`config.mk`:
```
export PLATFORM = sky130hd
export DESIGN_NAME = set_bit_serializer
export DESIGN_NICKNAME = d
export VERILOG_FILES = /design/src/rtl/set_bit_serializer_pkg.sv /design/src/rtl/set_bit_serializer_onehot_to_idx.sv /design/src/rtl/set_bit_serializer.sv
export SDC_FILE = /design/constraint.sdc
export NUM_CORES = 1
export LEC_CHECK = 0
export BUFFER_PORTS_ARGS = -buffer_cell sky130_fd_sc_hd__buf_4
export CELL_PAD_IN_SITES_DETAIL_PLACEMENT = 1
export CELL_PAD_IN_SITES_GLOBAL_PLACEMENT = 1
export CORE_MARGIN = 3
export CORE_UTILIZATION = 38
export CTS_BUF_LIST = sky130_fd_sc_hd__clkbuf_4 sky130_fd_sc_hd__clkbuf_8
export DETAILED_ROUTE_END_ITERATION = 16
export GPL_TIMING_DRIVEN = 0
export PLACE_DENSITY_LB_ADDON = 0.1
export RECOVER_POWER = 25
export SYNTH_ARGS = -nofsm -noshare
export SYNTH_HDL_FRONTEND = slang
export SYNTH_HIERARCHICAL = 1
export SYNTH_SLANG_ARGS = --single-unit
```
`constraint.sdc`:
```
create_clock -name clk_i -period 2.09 [get_ports clk_i]
set_input_delay 0.209 -clock clk_i [delete_from_list [all_inputs] [get_ports clk_i]]
set_output_delay 0.209 -clock clk_i [all_outputs]
set_load 0.05 [all_outputs]
```
`src/rtl/set_bit_serializer_pkg.sv`:
```
// Shared types and helpers for the set-bit serializer.
// Optional popcount output is enabled by SET_BIT_SERIALIZER_COUNT_EN (see top).
package set_bit_serializer_pkg;

    typedef enum logic {IDLE, BUSY} state_t;

    // Helpers work on a fixed wide vector; callers zero-extend and truncate.
    localparam int MAX_W = 64;

    function automatic logic [MAX_W-1:0] lsb_isolate(input logic [MAX_W-1:0] x);
        return x & (~x + MAX_W'(1));
    endfunction

endpackage

```
`src/rtl/set_bit_serializer_onehot_to_idx.sv`:
```
// Combinational one-hot to binary index encoder; all-zero input gives index 0.
module onehot_to_idx #(
    parameter int WIDTH = 16,
    parameter int IDX_W = $clog2(WIDTH)
) (
    input  logic [WIDTH-1:0] onehot,
    output logic [IDX_W-1:0] idx
);

    // OR-reduction form: exact for a one-hot input, no priority chain.
    always_comb begin
        idx = '0;
        for (int i = 0; i < WIDTH; i++) begin
            if (onehot[i]) idx = idx | IDX_W'(i);
        end
    end

endmodule

```
`src/rtl/set_bit_serializer.sv`:
```
// Expands a word into one output beat per set bit, LSB first, with full throughput.
// Define SET_BIT_SERIALIZER_COUNT_EN to add bit_cnt_o (popcount of the current word).
module set_bit_serializer
    import set_bit_serializer_pkg::*;
#(
    parameter int WIDTH = 16,
    parameter int IDX_W = $clog2(WIDTH)
) (
    input  logic             clk_i,
    input  logic             srst_i,
    input  logic [WIDTH-1:0] data_i,
    input  logic             data_val_i,
    output logic             data_ready_o,
    output logic [WIDTH-1:0] bit_onehot_o,
    output logic [IDX_W-1:0] bit_idx_o,
    output logic             bit_last_o,
    output logic             bit_val_o,
    input  logic             bit_ready_i
`ifdef SET_BIT_SERIALIZER_COUNT_EN
    ,
    output logic [IDX_W:0]   bit_cnt_o
`endif
);

    state_t           state;
    logic [WIDTH-1:0] remaining;
    logic [WIDTH-1:0] src;
    logic [WIDTH-1:0] onehot_next;
    logic [WIDTH-1:0] rem_next;
    logic [IDX_W-1:0] idx_next;
    logic             accept;
    logic             pop;
    logic             advance;

    assign pop          = bit_val_o & bit_ready_i;
    assign data_ready_o = !srst_i & ((state == IDLE) | (pop & bit_last_o));
    assign accept       = data_val_i & data_ready_o;
    // A new word and the next bit of the current word load the same way.
    assign advance      = accept | (pop & !bit_last_o);

    always_comb begin
        src         = accept ? data_i : remaining;
        onehot_next = WIDTH'(lsb_isolate(MAX_W'(src)));
        rem_next    = src & ~onehot_next;
    end

    onehot_to_idx #(.WIDTH(WIDTH), .IDX_W(IDX_W)) u_idx (
        .onehot (onehot_next),
        .idx    (idx_next)
    );

    always_ff @(posedge clk_i) begin
        if (srst_i) begin
            state        <= IDLE;
            remaining    <= '0;
            bit_val_o    <= 1'b0;
            bit_onehot_o <= '0;
            bit_idx_o    <= '0;
            bit_last_o   <= 1'b0;
        end else if (advance) begin
            state        <= BUSY;
            remaining    <= rem_next;
            bit_val_o    <= 1'b1;
            bit_onehot_o <= onehot_next;
            bit_idx_o    <= idx_next;
            bit_last_o   <= (rem_next == '0);
        end else if (pop) begin
            state        <= IDLE;
            remaining    <= '0;
            bit_val_o    <= 1'b0;
            bit_onehot_o <= '0;
            bit_idx_o    <= '0;
            bit_last_o   <= 1'b0;
        end
    end

`ifdef SET_BIT_SERIALIZER_COUNT_EN
    logic [IDX_W:0] cnt_next;

    always_comb begin
        cnt_next = '0;
        for (int i = 0; i < WIDTH; i++) cnt_next = cnt_next + (IDX_W+1)'(data_i[i]);
    end

    always_ff @(posedge clk_i) begin
        if (srst_i)      bit_cnt_o <= '0;
        else if (accept) bit_cnt_o <= cnt_next;
        else if (pop && bit_last_o) bit_cnt_o <= '0;
    end
`endif

endmodule

```
==> run metrics, run 1 <==
RSZ-0062 raised after global routing=yes; Crit. Startpoint=state$_SDFFE_PP0P_; Post-Syn Instances=293; r2r setup slk=-0.04 ns; DRT iter0 DRCs=255; CP max-delay cell=dfxtp_4; # hold bufs at CTS=0; CP endpoint=bit_idx_o[1]$_SDFFE_PP0P_; largest net degree at the start of global routing=13; Setup WS post-layout=-0.0401 ns; Fin. Hold Viols=0; layout cells sized above 1=30.9%; antenna violations before repair=0; CTS root buf=clkbuf_8; final setup fails=3; diodes inserted=0; Area after DPL=2720 um2; number of global-route vias before repair=2,646; first-pass GRT wire length=14,000 um; LEAKAGE=0.00114 uW; failing checks=setup timing; cell depth of the worst setup path=10; internal power=1280 uW; routed vias=2,770; WL final=9310 um; TritonCTS buffer count=5; worst-margin pin slew=0.650 ns; Mean Syn Cell Area=7.89 um2; Final Non-Filler Cells=434; CP Max Fanout=10; Primary FF master, synth=dfxtp_1; RR Endpoint=bit_idx_o[1]$_SDFFE_PP0P_; depth of the worst register-to-register path=10; critical-path cell list=a21bo_2 -> buf_2 -> and3_1 -> a21oi_2 -> nand3_2 -> a21oi_4 -> nor4_2 -> nand2_1 -> a22oi_1 -> nor2_1; Cells after DPL=405; Yosys warnings=6; post-route cell area=3130 um2; htree depth=2; chip width=84.0 um; die height=84.0 um; crit path DAT=2.36 ns; Async S/R FF share, synth=0%; MaxCap Viol Count=0; Clock Power Share=29.5%; P_sw=718 uW; Remaining DRCs=0; Pre-antenna DRT Iters=7; synth unique cells=55; Pwr Density=639 nW/um2; Die ar.=7050 um2; Buf+Inv Stages, Crit Path=1; CTS clk-pin slew, worst paths=0.09 ns; clk sinks=37; standard-cell rows=27; Final GP Congestion=0.928; DP HPWL=6210 um; Switching Share=36.0%; worst vdd ir=0.488 mV; Setup Skew=0.0117 ns; initial core utilization=40.5%; Synth Net Count=313; GR Overflow Total=0; WHS Path Cells=3; Clock Path Buffers=2; Worst-Skew Late Latency=0.30 ns; CTS tree=built; Reg2Reg Launch Point=state$_SDFFE_PP0P_; synthesized area=2310 um2; delay-heaviest family, CP=compound AO/OA/AOI/OAI gates; data required time at the worst endpoint=2.32 ns; final slew viol count=0; most frequent cells in the layout=buf_4, nand2_1, dfxtp_1; post-route minimum period=2.13 ns; Crit Path Category=register to register; Sequential Power Share=37.6%; io pins=43; Max Freq=469 MHz; final period utilization=102%; Layout area overhead=35.4%; Core Area=5710 um2; EDFF count, synth=0; CP Launch Type=register; Crit path largest cell delay=0.37 ns; relative slew slack=56.7%; Worst setup EP type=register; vias per cell=6.38; Hold Crit Class=input port to register; most common cell after layout, fill and taps aside=buf_4; IO Port Bufs=40; WL/cell=21.5 um; register area share after synthesis=32.1%; Tot GR Track Use=25.1%; Fill cells=708; post-route ant nets=0; combinational share of power=32.8%; nets@finish=381; #FFs+latches synth=37; status=finished with violations
state kept, by name (all words and copies together) (netlist names):
| signal | count |
|---|---|
| bit_last_o | 1 |
| remaining | 15 |
| bit_onehot_o | 16 |
| bit_idx_o | 4 |
| state | 1 |
final cells by class:
cell class                 instances  area (um2)  share of cell area, %
inverter                           1        3.75                  0.120
tap                               72        90.1                   2.88
multi-input combinational        236        1630                   52.2
sequential                        37         757                   24.2
clock buffer                       7        96.3                   3.08
clock inverter                     1        8.76                  0.280
timing repair buffer              62         433                   13.8
buffer                            18         106                   3.40
worst min-delay path by stage:
stage / start / endpoint
final: data_val_i / state$_SDFFE_PP0P_
after global routing: data_val_i / state$_SDFFE_PP0P_
after CTS: data_val_i / state$_SDFFE_PP0P_
after detailed placement: bit_onehot_o[8]$_SDFFE_PP0P_ / bit_onehot_o[8]$_SDFFE_PP0P_
after global placement: bit_onehot_o[8]$_SDFFE_PP0P_ / bit_onehot_o[8]$_SDFFE_PP0P_
after floorplan: data_val_i / state$_SDFFE_PP0P_
what timing repair did:
action | CTS | global route
gates cloned | 0 | 0
endpoints found under the setup margin | 4 | 12
pin swaps | 7 | 13
resized for setup | 15 | 28
setup buffers | 12 | 10
metrics by stage:
step	power [uW]	utilization, %	hold slack, ns	TNS (ns)	setup WS (ns)
4_1_cts	1940	52.1	0.151	-0.0207	-0.0207
6_report	2000	54.8	0.145	-0.0449	-0.0401
3_5_place_dp	1290	47.6	0.451	-1.31	-0.352
3_3_place_gp	1290	47.6	0.440	-1.14	-0.303
5_1_grt	2080	54.8	0.180	-0.545	-0.150
2_1_floorplan	1110	-	0.328	0	0.00126
synthesized netlist by cell type, types with 6 or more instances:
| cell type | instances | area, um2 |
|---|---|---|
| nor2_1 | 31 | 116 |
| buf_2 | 11 | 55.1 |
| nor4_1 | 9 | 56.3 |
| nand2_1 | 37 | 139 |
| nand4_1 | 8 | 50.1 |
| a21oi_1 | 32 | 160 |
| o21ai_0 | 10 | 50.1 |
| mux2i_1 | 6 | 60.1 |
| nor3_1 | 6 | 30.0 |
| nor2b_1 | 7 | 43.8 |
| o21ai_1 | 7 | 35.0 |
| dfxtp_1 | 37 | 741 |
| nand3_1 | 8 | 40.0 |
| clkbuf_1 | 6 | 22.5 |
| a22oi_1 | 9 | 67.6 |
kinds of logic after synthesis:
group / share of synthesized area, %
AOI/OAI and AO/OA: 25.7
buffers and inverters: 4.17
adders and majority gates: 0.433
DFF: 32.1
and+or+nand+nor: 31.8
muxes: 5.85
worst min-delay path: cells and delay by family:
| family | cells | cell delay (ns) |
|---|---|---|
| buffers and inverters | 1 | 0.10 |
| and+or+nand+nor | 2 | 0.10 |
power by group through the flow:
| stage | sequential [uW] | clock, uW | combinational (uW) |
|---|---|---|---|
| after floorplan | 839 | 0 | 276 |
| after global placement | 769 | 0 | 518 |
| after detailed placement | 770 | 0 | 522 |
| after CTS | 752 | 603 | 579 |
| after global routing | 756 | 631 | 695 |
| final | 752 | 590 | 656 |
routing by layer:
| layer | track usage, % | wire, um | share of wire [%] | vias up |
|---|---|---|---|---|
| met5 | 0 | 0 | 0 | - |
| met3 | 4.64 | 690 | 7.4 | 31 |
| met2 | 41.6 | 4420 | 47 | 146 |
| met1 | 32.8 | 3930 | 42 | 1353 |
| li1 | - | - | - | 1240 |
| met4 | 8.19 | 273 | 2.9 | 0 |
No activity file was read; power rests on OpenSTA's default activity.
==> run 2: changes to the inputs <==
Settings changed: CORE_ASPECT_RATIO from default to 0.5.
==> run 2 against run 1 <==
Net effect:
- the flow still finishes with violations (setup timing)
- largest power group unchanged
- total power fell by 1.0%
- cell count shrank 1.2%
- largest cell class unchanged
- combinational power increased by 2%
- critical endpoint unchanged
- critical path type unchanged
- worst hold slack better by 0.014 ns
- non-clock buffer count is 5 lower
- fmax decreased by 4.7%
- critical path depth stayed put
- worst setup slack worse by 0.10 ns
- global-route usage rose by 1.7 points
==> run metrics, run 2 (synthesis results as in run 1) <==
post-route cell area=3160 um2; crit path DAT=2.40 ns; io pins=43; relative slew slack=57.6%; MaxCap Viol Count=0; Pwr Density=626 nW/um2; Worst setup EP type=register; Setup Skew=0.0107 ns; IO Port Bufs=40; post-route minimum period=2.23 ns; clk sinks=37; htree depth=2; Pre-antenna DRT Iters=5; final slew viol count=0; layout cells sized above 1=31.5%; initial core utilization=40.7%; CTS clk-pin slew, worst paths=0.08 ns; diodes inserted=0; Max Freq=447 MHz; WL/cell=22.1 um; final setup fails=4; TNS Setup=-0.272 ns; post-route ant nets=0; status=finished with violations; Hold Crit Class=input port to register; chip width=116 um; Final GP Congestion=0.942; nets@finish=376; routed vias=2,673; die height=61.1 um; WL final=9480 um; Cells after DPL=406; Fin. Hold Viols=0; antenna violations before repair=0; Tot GR Track Use=26.8%; Most flops, register=bit_onehot_o; Crit Path Category=register to register; CTS tree=built; CP Launch Type=register; LEAKAGE=0.00112 uW; Layout area overhead=36.8%; CTS root buf=clkbuf_8; Setup WS post-layout=-0.145 ns; Crit path largest cell delay=0.38 ns; largest net degree at the start of global routing=11; number of global-route vias before repair=2,612; RSZ-0062 raised after global routing=yes; Remaining DRCs=0; Regs by FF count=bit_onehot_o: 16 flops, remaining: 15 flops, bit_idx_o: 4 flops; failing checks=setup timing; worst-margin pin slew=0.636 ns; Fill cells=683; first-pass GRT wire length=14,200 um; CP Max Fanout=5; DP HPWL=6550 um; most frequent cells in the layout=buf_4, nand2_1, dfxtp_1; DRT iter0 DRCs=183; CP max-delay cell=nor4_2; Area after DPL=2720 um2; most common cell after layout, fill and taps aside=buf_4; Clock Path Buffers=2; Worst-Skew Late Latency=0.30 ns; GR Overflow Total=0; standard-cell rows=19; vias per cell=6.23; final hold slack=0.159 ns; worst vdd ir=0.350 mV; max reg flops=16; critical-path cell list=a21boi_4 -> nor2_8 -> buf_12 -> mux2i_4 -> nand2_2 -> nor2_2 -> nor4_2 -> nand2_1 -> a22oi_2 -> nor2_1; TritonCTS buffer count=5; final period utilization=107%; Core Area=5680 um2; data required time at the worst endpoint=2.26 ns; Die ar.=7110 um2; Final Non-Filler Cells=429
[run 2: layout make-up]
class / instances / area, um2 / share of cell area (%)
Multi-Input combinational cell: 236 / 1720 / 54.4
Clock buffer: 7 / 90.1 / 2.85
Inverter: 1 / 3.75 / 0.119
Timing Repair Buffer: 56 / 388 / 12.3
Sequential cell: 37 / 754 / 23.9
Buffer: 19 / 114 / 3.60
Tap cell: 73 / 91.3 / 2.89
[run 2: layer usage]
layer	routed length, um	GRT usage, %	up-vias
li1	-	-	1220
met4	133	6.94	0
met3	746	7.36	16
met2	4150	42.4	113
met1	4460	36.7	1324
met5	0	0	-
[run 2: through the flow]
step / power (uW) / util, % / setup WS [ns]
finish: 1980 / 55.6 / -0.145
floorplan: 1110 / - / 0.00126
CTS: 1930 / 55.0 / -0.0359
detailed placement: 1300 / 47.8 / -0.464
global placement: 1290 / 47.8 / -0.427
global route: 2040 / 55.6 / -0.180
[run 2: worst max-delay path, delay by kind of cell (launching register included)]
family	cells	cell delay [ns]
AO/OA/AOI/OAI	2	0.52
multiplexers	1	0.20
buffers and inverters	1	0.15
AND/OR/NAND/NOR	6	0.85
flip-flops	1	0.37
[run 2: where the power goes]
part / leakage, uW / internal (uW) / switching [uW] / total (uW)
registers: 0.000303 / 730 / 25.5 / 756
clock network: 0.0000477 / 275 / 276 / 551
logic: 0.000773 / 249 / 422 / 671
[run 2: path summary, 6_finish.rpt]
path	startpoint	to	slack [ns]	cells past startpoint
setup / recovery	state$_SDFFE_PP0P_	bit_idx_o[1]$_SDFFE_PP0P_	-0.14	10
hold / removal	data_val_i	state$_SDFFE_PP0P_	0.16	3
setup reg to reg	state$_SDFFE_PP0P_	bit_idx_o[1]$_SDFFE_PP0P_	-0.14	10
hold reg to reg	bit_onehot_o[5]$_SDFFE_PP0P_	bit_onehot_o[5]$_SDFFE_PP0P_	0.45	2
[run 2: timing repair]
| item | in CTS | in global routing |
|---|---|---|
| buffers inserted | 14 | 3 |
| pin swaps | 10 | 8 |
| setup endpoints to repair | 4 | 20 |
| hold buffers | 0 | 0 |
| resized for setup | 43 | 16 |
==> run 3: changes to the inputs <==
Settings changed: CORE_UTILIZATION 38 to 42.
Clock period 2.09 ns to 2.1 ns, I/O delays scaled along.
==> run 3 against run 2 <==
Net effect:
- non-clock buffer count up 1
- flip-flop and latch count unchanged
- worst setup slack worse by 0.018 ns
- fmax down 1.2%
- the run still ends with setup timing left
- clock skew down 0.0015 ns
- critical path depth down 1
- first-iteration DRC count rose by 26%
- sequential share of layout area hardly changed
- utilization rose by 6.3 points
- sequential power decreased by 0.5%
- design area up 0.24%
==> run metrics, run 3 (synthesis results as in run 1) <==
status=finished with violations; failing checks=setup timing; Worst-Skew Late Latency=0.31 ns; relative slew slack=59.3%; Reg2Reg Launch Point=remaining[4]$_SDFFE_PP0P_; Die ar.=6480 um2; crit path DAT=2.49 ns; clk sinks=37; Setup WS post-layout=-0.163 ns; Core Area=5110 um2; Max Freq=442 MHz; Clock Power Share=32.9%; Crit path largest cell delay=0.43 ns; Final GP Congestion=0.956; nets@finish=377; Cells after DPL=403; Power Total=2090 uW; internal power=1360 uW; CP max-delay cell=nor4_4; critical path's most frequent cell=nand2_1; post-route minimum period=2.26 ns; worst vdd ir=0.371 mV; Layout area overhead=37.1%; Pre-antenna DRT Iters=5; Most flops, register=bit_onehot_o; antenna violations before repair=0; CTS clk-pin slew, worst paths=0.08 ns; Sequential Power Share=36.0%; Final Non-Filler Cells=428; Worst setup EP type=register; data required time at the worst endpoint=2.33 ns; chip width=111 um; Tot GR Track Use=31.1%; delay-heaviest family, CP=simple AND/OR/NAND/NOR gates; Top Metal Used=met4; GR Overflow Total=0; Placement Setup Slack=-0.439 ns; CTS tree=built; LEAKAGE=0.00113 uW; Regs by FF count=bit_onehot_o: 16 flops, remaining: 15 flops, bit_idx_o: 4 flops; diodes inserted=0; final setup fails=4; max reg flops=16; layout cells sized above 1=31.8%; DRT met1 WL=4390 um; Hold Crit Class=input port to register; Setup Skew=0.00923 ns; first-pass GRT wire length=15,300 um; combinational share of power=31.1%; DRT iter0 DRCs=230; Buf+Inv Stages, Crit Path=0; Remaining DRCs=0; P_sw=729 uW; RSZ-0062 raised after global routing=yes; Clock Path Buffers=2; Pwr Density=661 nW/um2; Crit Path Category=register to register; CP Max Fanout=8; critical-path cell list=nor4_4 -> nand3_1 -> mux2i_4 -> nand2_1 -> nor2_2 -> nor4_2 -> nand2_1 -> a22oi_1 -> nor2_1; met3 routed WL=712 um; final slew viol count=0; TritonCTS buffer count=5; Fill cells=620; DP HPWL=6640 um; most frequent cells in the layout=buf_4, nand2_1, dfxtp_1; standard-cell rows=18; Fin. Hold Viols=0; CP Launch Type=register; largest net degree at the start of global routing=12; WL met2=4460 um; htree depth=2; final period utilization=108%; initial core utilization=45.2%; Crit. Startpoint=remaining[4]$_SDFFE_PP0P_; vias per cell=6.42; post-route ant nets=0; CTS root buf=clkbuf_8; WL/cell=22.9 um; WL final=9790 um; most common cell after layout, fill and taps aside=buf_4; IO Port Bufs=40; io pins=43; hold_sp=data_val_i; MaxCap Viol Count=0; number of global-route vias before repair=2,709; die height=58.5 um; routed vias=2,749; worst-margin pin slew=0.611 ns; Switching Share=34.8%
-- run 3: per-stage QoR --
stage / util [%] / hold slack, ns / instance area (um2) / setup TNS, ns
CTS: 61.8 / 0.156 / 3160 / -0.00110
finish: 62.0 / 0.162 / 3170 / -0.513
floorplan: - / 0.329 / 2320 / 0
global placement: 53.1 / 0.442 / 2710 / -1.53
detailed placement: 53.1 / 0.448 / 2710 / -1.68
global route: 62.0 / 0.171 / 3170 / -0.908
-- run 3: repair_timing --
item                                    CTS  global route
pin swaps                                10            10
endpoints found under the setup margin    4            13
hold buffers                              0             0
resized for setup                        45            11
setup buffers                            14             5
-- run 3: layer usage --
| layer | global-route usage (%) | up-vias |
|---|---|---|
| met5 | 0 | - |
| met4 | 10.4 | 0 |
| met3 | 7.91 | 21 |
| met2 | 50.4 | 118 |
| met1 | 41.3 | 1384 |
| li1 | - | 1226 |
-- run 3: path summary, 6_finish.rpt --
| check | end | slack, ns | depth (start not counted) |
|---|---|---|---|
| worst min register to register | bit_onehot_o[14]$_SDFFE_PP0P_ | 0.46 | 2 |
| worst max-delay path | bit_idx_o[0]$_SDFFE_PP0P_ | -0.16 | 9 |
| worst min-delay path | state$_SDFFE_PP0P_ | 0.16 | 3 |
| worst max register to register | bit_idx_o[0]$_SDFFE_PP0P_ | -0.16 | 9 |
-- run 3: power groups by stage --
stage                     clock [uW]  sequential [uW]  combinational, uW
after CTS                        682              752                623
after detailed placement           0              768                523
after floorplan                    0              835                275
after global placement             0              765                513
final                            689              752                652
after global routing             735              755                691
-- run 3: worst register-to-register path: stages (launching register included) --
cell and delay (ns):
dfxtp_4 0.37, nor4_4 0.43, nand3_1 0.23, mux2i_4 0.31, nand2_1 0.12, nor2_2 0.31, nor4_2 0.09, nand2_1 0.08
a22oi_1 0.07, nor2_1 0.18
-- run 3: cell type report --
type | count | area [um2] | share of cell area, %
plain buffers | 18 | 110 | 3.48
clock buffers | 7 | 90.1 | 2.84
clock inverters | 1 | 30.0 | 0.948
inverters | 1 | 3.75 | 0.118
multi-input cells | 236 | 1700 | 53.6
flip-flops and latches | 37 | 757 | 23.9
well taps | 70 | 87.6 | 2.76
repair buffers | 58 | 390 | 12.3
